<file path="src/rtl/vga_scan_ctrl.sv">
// vga_scan_ctrl: 640x480@60 raster scan controller on the pixel clock.
// Generates the h/v counters, sync and blanking, issues one FIFO read per
// active pixel, and registers the returned pixel onto the DAC outputs with
// sync/blank delayed by the same two cycles so everything stays aligned.
module vga_scan_ctrl #(
  parameter int H_ACTIVE = 640,
  parameter int H_FP     = 16,
  parameter int H_SYNC   = 96,
  parameter int H_BP     = 48,
  parameter int V_ACTIVE = 480,
  parameter int V_FP     = 10,
  parameter int V_SYNC   = 2,
  parameter int V_BP     = 33,
  parameter int SYNC_POL = 0
) (
  input  logic       clk_25mhz,
  input  logic       rst,
  input  logic       en,
  input  logic [7:0] pixel_r,
  input  logic [7:0] pixel_g,
  input  logic [7:0] pixel_b,
  output logic       rd_fifo,
  output logic       vga_hsync,
  output logic       vga_vsync,
  output logic       vga_blank,
  output logic [7:0] vga_r,
  output logic [7:0] vga_g,
  output logic [7:0] vga_b,
  output logic [9:0] pixel_x,
  output logic [9:0] pixel_y,
  output logic       frame_start
);

  localparam int H_TOTAL = H_ACTIVE + H_FP + H_SYNC + H_BP;
  localparam int V_TOTAL = V_ACTIVE + V_FP + V_SYNC + V_BP;

  localparam logic [9:0] H_LAST = 10'(H_TOTAL - 1);
  localparam logic [9:0] V_LAST = 10'(V_TOTAL - 1);
  localparam logic [9:0] H_VIS  = 10'(H_ACTIVE);
  localparam logic [9:0] V_VIS  = 10'(V_ACTIVE);
  localparam logic [9:0] HS_BEG = 10'(H_ACTIVE + H_FP);
  localparam logic [9:0] HS_END = 10'(H_ACTIVE + H_FP + H_SYNC);
  localparam logic [9:0] VS_BEG = 10'(V_ACTIVE + V_FP);
  localparam logic [9:0] VS_END = 10'(V_ACTIVE + V_FP + V_SYNC);

  localparam logic SYNC_ON  = (SYNC_POL != 0);
  localparam logic SYNC_OFF = !SYNC_ON;

  // Map an internal "sync asserted" flag onto the configured pin polarity.
  function automatic logic sync_level(input logic asserted);
    return asserted ? SYNC_ON : SYNC_OFF;
  endfunction

  typedef enum logic {
    IDLE = 1'b0,
    RUN  = 1'b1
  } state_t;

  state_t     state;
  state_t     state_next;
  logic [9:0] h_cnt;
  logic [9:0] v_cnt;
  logic       end_of_frame;
  logic       active;
  logic       hsync_raw;
  logic       vsync_raw;
  logic       vld_p1;
  logic       hs_p1;
  logic       vs_p1;

  assign end_of_frame = (h_cnt == H_LAST) && (v_cnt == V_LAST);

  // State register.
  always_ff @(posedge clk_25mhz or posedge rst) begin
    if (rst) state <= IDLE;
    else     state <= state_next;
  end

  // Next state: start on en, stop only at a frame boundary so frames are never cut short.
  always_comb begin
    state_next = state;
    case (state)
      IDLE:    if (en) state_next = RUN;
      RUN:     if (end_of_frame && !en) state_next = IDLE;
      default: state_next = IDLE;
    endcase
  end

  // Output decode from the registered counters and state.
  always_comb begin
    active      = 1'b0;
    hsync_raw   = 1'b0;
    vsync_raw   = 1'b0;
    frame_start = 1'b0;
    if (state == RUN) begin
      active      = (h_cnt < H_VIS) && (v_cnt < V_VIS);
      hsync_raw   = (h_cnt >= HS_BEG) && (h_cnt < HS_END);
      vsync_raw   = (v_cnt >= VS_BEG) && (v_cnt < VS_END);
      frame_start = (h_cnt == 10'd0) && (v_cnt == 10'd0);
    end
    rd_fifo = active;
    pixel_x = h_cnt;
    pixel_y = v_cnt;
  end

  // Raster counters: advance every RUN cycle, held at the origin while idle.
  always_ff @(posedge clk_25mhz or posedge rst) begin
    if (rst) begin
      h_cnt <= 10'd0;
      v_cnt <= 10'd0;
    end else if (state == RUN) begin
      if (h_cnt == H_LAST) begin
        h_cnt <= 10'd0;
        v_cnt <= (v_cnt == V_LAST) ? 10'd0 : v_cnt + 10'd1;
      end else begin
        h_cnt <= h_cnt + 10'd1;
      end
    end else begin
      h_cnt <= 10'd0;
      v_cnt <= 10'd0;
    end
  end

  // ---- stage p1: delay active/sync by one cycle to meet the FIFO read data ----
  always_ff @(posedge clk_25mhz or posedge rst) begin
    if (rst) begin
      vld_p1 <= 1'b0;
      hs_p1  <= 1'b0;
      vs_p1  <= 1'b0;
    end else begin
      vld_p1 <= active;
      hs_p1  <= hsync_raw;
      vs_p1  <= vsync_raw;
    end
  end

  // ---- stage p2: register pixel and delayed timing onto the DAC outputs together ----
  always_ff @(posedge clk_25mhz or posedge rst) begin
    if (rst) begin
      vga_r     <= 8'd0;
      vga_g     <= 8'd0;
      vga_b     <= 8'd0;
      vga_hsync <= SYNC_OFF;
      vga_vsync <= SYNC_OFF;
      vga_blank <= 1'b1;
    end else begin
      vga_r     <= vld_p1 ? pixel_r : 8'd0;
      vga_g     <= vld_p1 ? pixel_g : 8'd0;
      vga_b     <= vld_p1 ? pixel_b : 8'd0;
      vga_hsync <= sync_level(hs_p1);
      vga_vsync <= sync_level(vs_p1);
      vga_blank <= !vld_p1;
    end
  end

endmodule

</file>
<file path="config.mk">
export PLATFORM = sky130hd
export DESIGN_NAME = vga_scan_ctrl
export DESIGN_NICKNAME = d
export VERILOG_FILES = /design/src/rtl/vga_scan_ctrl.sv
export SDC_FILE = /design/constraint.sdc
export NUM_CORES = 1
export LEC_CHECK = 0
export CAP_MARGIN = 20
export CORE_MARGIN = 1.5
export CORE_UTILIZATION = 44
export DETAILED_ROUTE_END_ITERATION = 6
export GPL_TIMING_DRIVEN = 1
export PLACE_DENSITY = 0.79
export SETUP_SLACK_MARGIN = 0.3
export SLEW_MARGIN = 20
export SYNTH_ARGS = -nofsm -noshare
export SYNTH_HDL_FRONTEND = slang
export SYNTH_SLANG_ARGS = --single-unit
</file>
<file path="constraint.sdc">
create_clock -name clk_25mhz -period 2.1 [get_ports clk_25mhz]
set_input_delay 0.63 -clock clk_25mhz [delete_from_list [all_inputs] [get_ports clk_25mhz]]
set_output_delay 0.63 -clock clk_25mhz [all_outputs]
set_load 0.01 [all_outputs]
</file>
==> results.yml <==
synth:
  yosys.area_share.simple: 0.234
  syn_inst: 190
  synth_top_area_share: 0.571
  ys_seq_area_frac: 0.608
  post_synth_num_cell_types: 33
  synth_commonest_cells: "dfrtp_1 (48), and2_1 (26), nor2_1 (13)"
  synth_flop_cell: "dfrtp_1"
  synth_top_area_cell: "dfrtp_1"
  synth.mux.area_fraction: 0.00476
  syn_nets: 221
  synth_edf_count: 0
  ys_ff_latch: 51
  synthAdderAreaFrac: 0.0238
  synth_compound_area_frac: 0.0577
  synth_top_family_by_area: "simple AND/OR/NAND/NOR gates"
  synthArstFlopShare: 1.00
  yosys_warnings: 0
  syn_area_mm2: 0.00210
  synth.most_common_cell: "dfrtp_1"
  synth_xor_area_frac: 0.0333
  synth_area_leaders: "dfrtp_1 (57%), and2_1 (7.7%), dfstp_2 (3.7%), nand4_1 (2.7%), ha_1 (2.4%)"
  synth_area_per_cell_um2: 11.1
sta:
  hold_viol: 0
  maxSlewViolCount: 0
  fin_tns_setup_ps: -209
  setup_violations: 1
  rsz0062_at_grt: "yes"
  finalCritPeriodShare: 1.10
  worst_pin_slew_ps: 508
  finalClockSkew_ps: 8.39
  min_period_ps: 2310
  relSlewSlack: 0.661
  fmax_mhz: 433
  fin_ws_ps: -209
clocking:
  insertion_delay_ps: 320
  root_buffer: "clkbuf_8"
  cts_tree: "yes"
  cts_hold_buf: 0
  clkTransAtPathRegs_ps: 100
  clockBufferDepth: 2
  htree_levels: 2
  cts_made_buffers: 5
  clkSinkCount: 51
global_routing:
  overflow: 0
  grt_usage: 0.218
  grtUsageMet3: 0.0625
  grt_max_degree: 26
  top_usage_layer: "met2"
  grt_pass1_wl_um: 8600
  antenna_found_initial: 0
  grt_pass1_vias: 1812
  use_met2: 0.352
  grt_use_met1: 0.281
critical_path:
  rr_endpoint: "pixel_y[8]$_DFFE_PP0P_"
  arrival_ps: 1680
  cp_max_fo: 2
  cp.required_ps: 1470
  r2r_start: "pixel_x[1]$_DFF_PP0_"
  start_kind: "flip-flop"
  worstRegToRegCells: 7
  cp-endpoint: "frame_start"
  crit_path_end_kind: "output port"
  r2r_setup_slack_ps: 70
  critPathKind: "reg -> out"
  cp-startpoint: "pixel_y[8]$_DFFE_PP0P_"
run_status:
  violations: "negative setup slack"
  status: "finished with violations"
placement:
  post-place-ws_ps: -361
  placed_cell_area_mm2: 0.00313
  dp_cells: 339
  hpwl_um: 3680
  gp_congestion: 0.798
  port_buffers: 75
layout:
  fin_cells: 365
  synthToLayoutAreaGrowth_pct: 68.5
  nets: 343
  insertedDiodeCount: 0
  final_area_mm2: 0.00355
  drive_above_1_share: 0.323
flow_run:
  drv_cap: 0
power:
  cellPowerDensity_mw_per_mm2: 489
  leakage_nw: 1.66
  combinationalPowerShare: 0.080
  pwr-share-clk: 0.337
  max-vdd-ir-drop_uv: 487
  switching_share: 0.232
  switching_power_w: 0.000402
  seqPwrFrac: 0.583
  power_w: 0.00173
  p_int_w: 0.00133
route:
  drt_iter0_drc: 76
  wirelength_um: 5850
  drt_pass1_iterations: 4
  viasPerCell: 5.36
  drc_errors: 0
  ant_nets: 0
  wl_per_cell_um: 16.0
  vias: 1955
floorplanning:
  die_area_mm2: 0.00521
  rows: 24
  dieHeight_um: 72.2
  core-area_mm2: 0.00447
  die_width_um: 72.2
  ioPinCount: 76
  start_util: 0.470
hold_path:
  hold_class: "reg -> reg"
  hold_depth: 1
how the worst min path moves through the flow:
stage                         start                  end  slack (ps)
finish              vs_p1$_DFF_PP0_  vga_vsync$_DFF_PP1_         360
CTS                 vs_p1$_DFF_PP0_  vga_vsync$_DFF_PP1_         370
global placement    hs_p1$_DFF_PP0_  vga_hsync$_DFF_PP1_         340
floorplan           hs_p1$_DFF_PP0_  vga_hsync$_DFF_PP1_         340
global route        vs_p1$_DFF_PP0_  vga_vsync$_DFF_PP1_         370
detailed placement  hs_p1$_DFF_PP0_  vga_hsync$_DFF_PP1_         350
state kept, by name, indices dropped and copies added (netlist names):
name	flops
pixel_x	10
pixel_y	10
vga_b	8
vga_g	8
vga_r	8
hs_p1	1
state	1
vga_blank	1
vga_hsync	1
vga_vsync	1
vld_p1	1
vs_p1	1
what timing repair did:
item / 4_1_cts / 5_1_grt
pin swaps: 13 / 10
resized for setup: 68 / 66
endpoints found under the hold margin: 0 / 0
setup endpoints to repair: 47 / 42
setup buffers: 10 / 8
stage by stage:
step	utilization	hold slack, ps
floorplan	-	337
global placement	0.699	341
detailed placement	0.699	353
CTS	0.744	368
global route	0.793	373
finish	0.793	364
layout by cell type (no fill, tap or decap), types with 7 or more instances in the layout:
master            n
buf_4            31
clkdlybuf4s15_1   7
clkdlybuf4s50_1  26
nand4_1           9
a21oi_2           7
and2_1           26
dlymetal6s2s_1   12
nand2_1           7
buf_6            16
dfrtp_1          47
inv_1            11
dlygate4sd2_1    20
critical path, cell delays in order (launching register included):
cell and delay (ps):
dfrtp_1 420, nor4_2 280, buf_4 160, nand4_1 140, nor4_2 180, buf_2 180
area by class of cell:
type | instances | area [µm²]
inverters | 12 | 48.8
well taps | 52 | 65.1
clock buffers | 5 | 68.8
multi-input cells | 120 | 923
repair buffers | 122 | 1130
clock inverters | 3 | 25.0
flip-flops and latches | 51 | 1280
fillers | 285 | 928
power by group through the flow:
stage	combinational [W]	sequential [W]	clock, W
after floorplan	0.0000305	0.00104	0
after global placement	0.000148	0.00103	0
after detailed placement	0.000151	0.00103	0
after CTS	0.000143	0.00101	0.000581
after global routing	0.000151	0.00101	0.000629
final	0.000139	0.00101	0.000584
per-layer routing:
layer  vias up  wire length [µm]
met5         -                 0
met4         0               125
met3        15               512
met2       102              2810
met1       950              2410
li1        888                 -
kinds of logic after synthesis:
group | Yosys count
compound gates | 21
xor+xnor | 8
fa+ha+maj | 4
buf+inv | 19
flops | 51
mux | 1
simple gates | 86
No activity file was read; power rests on OpenSTA's default activity.
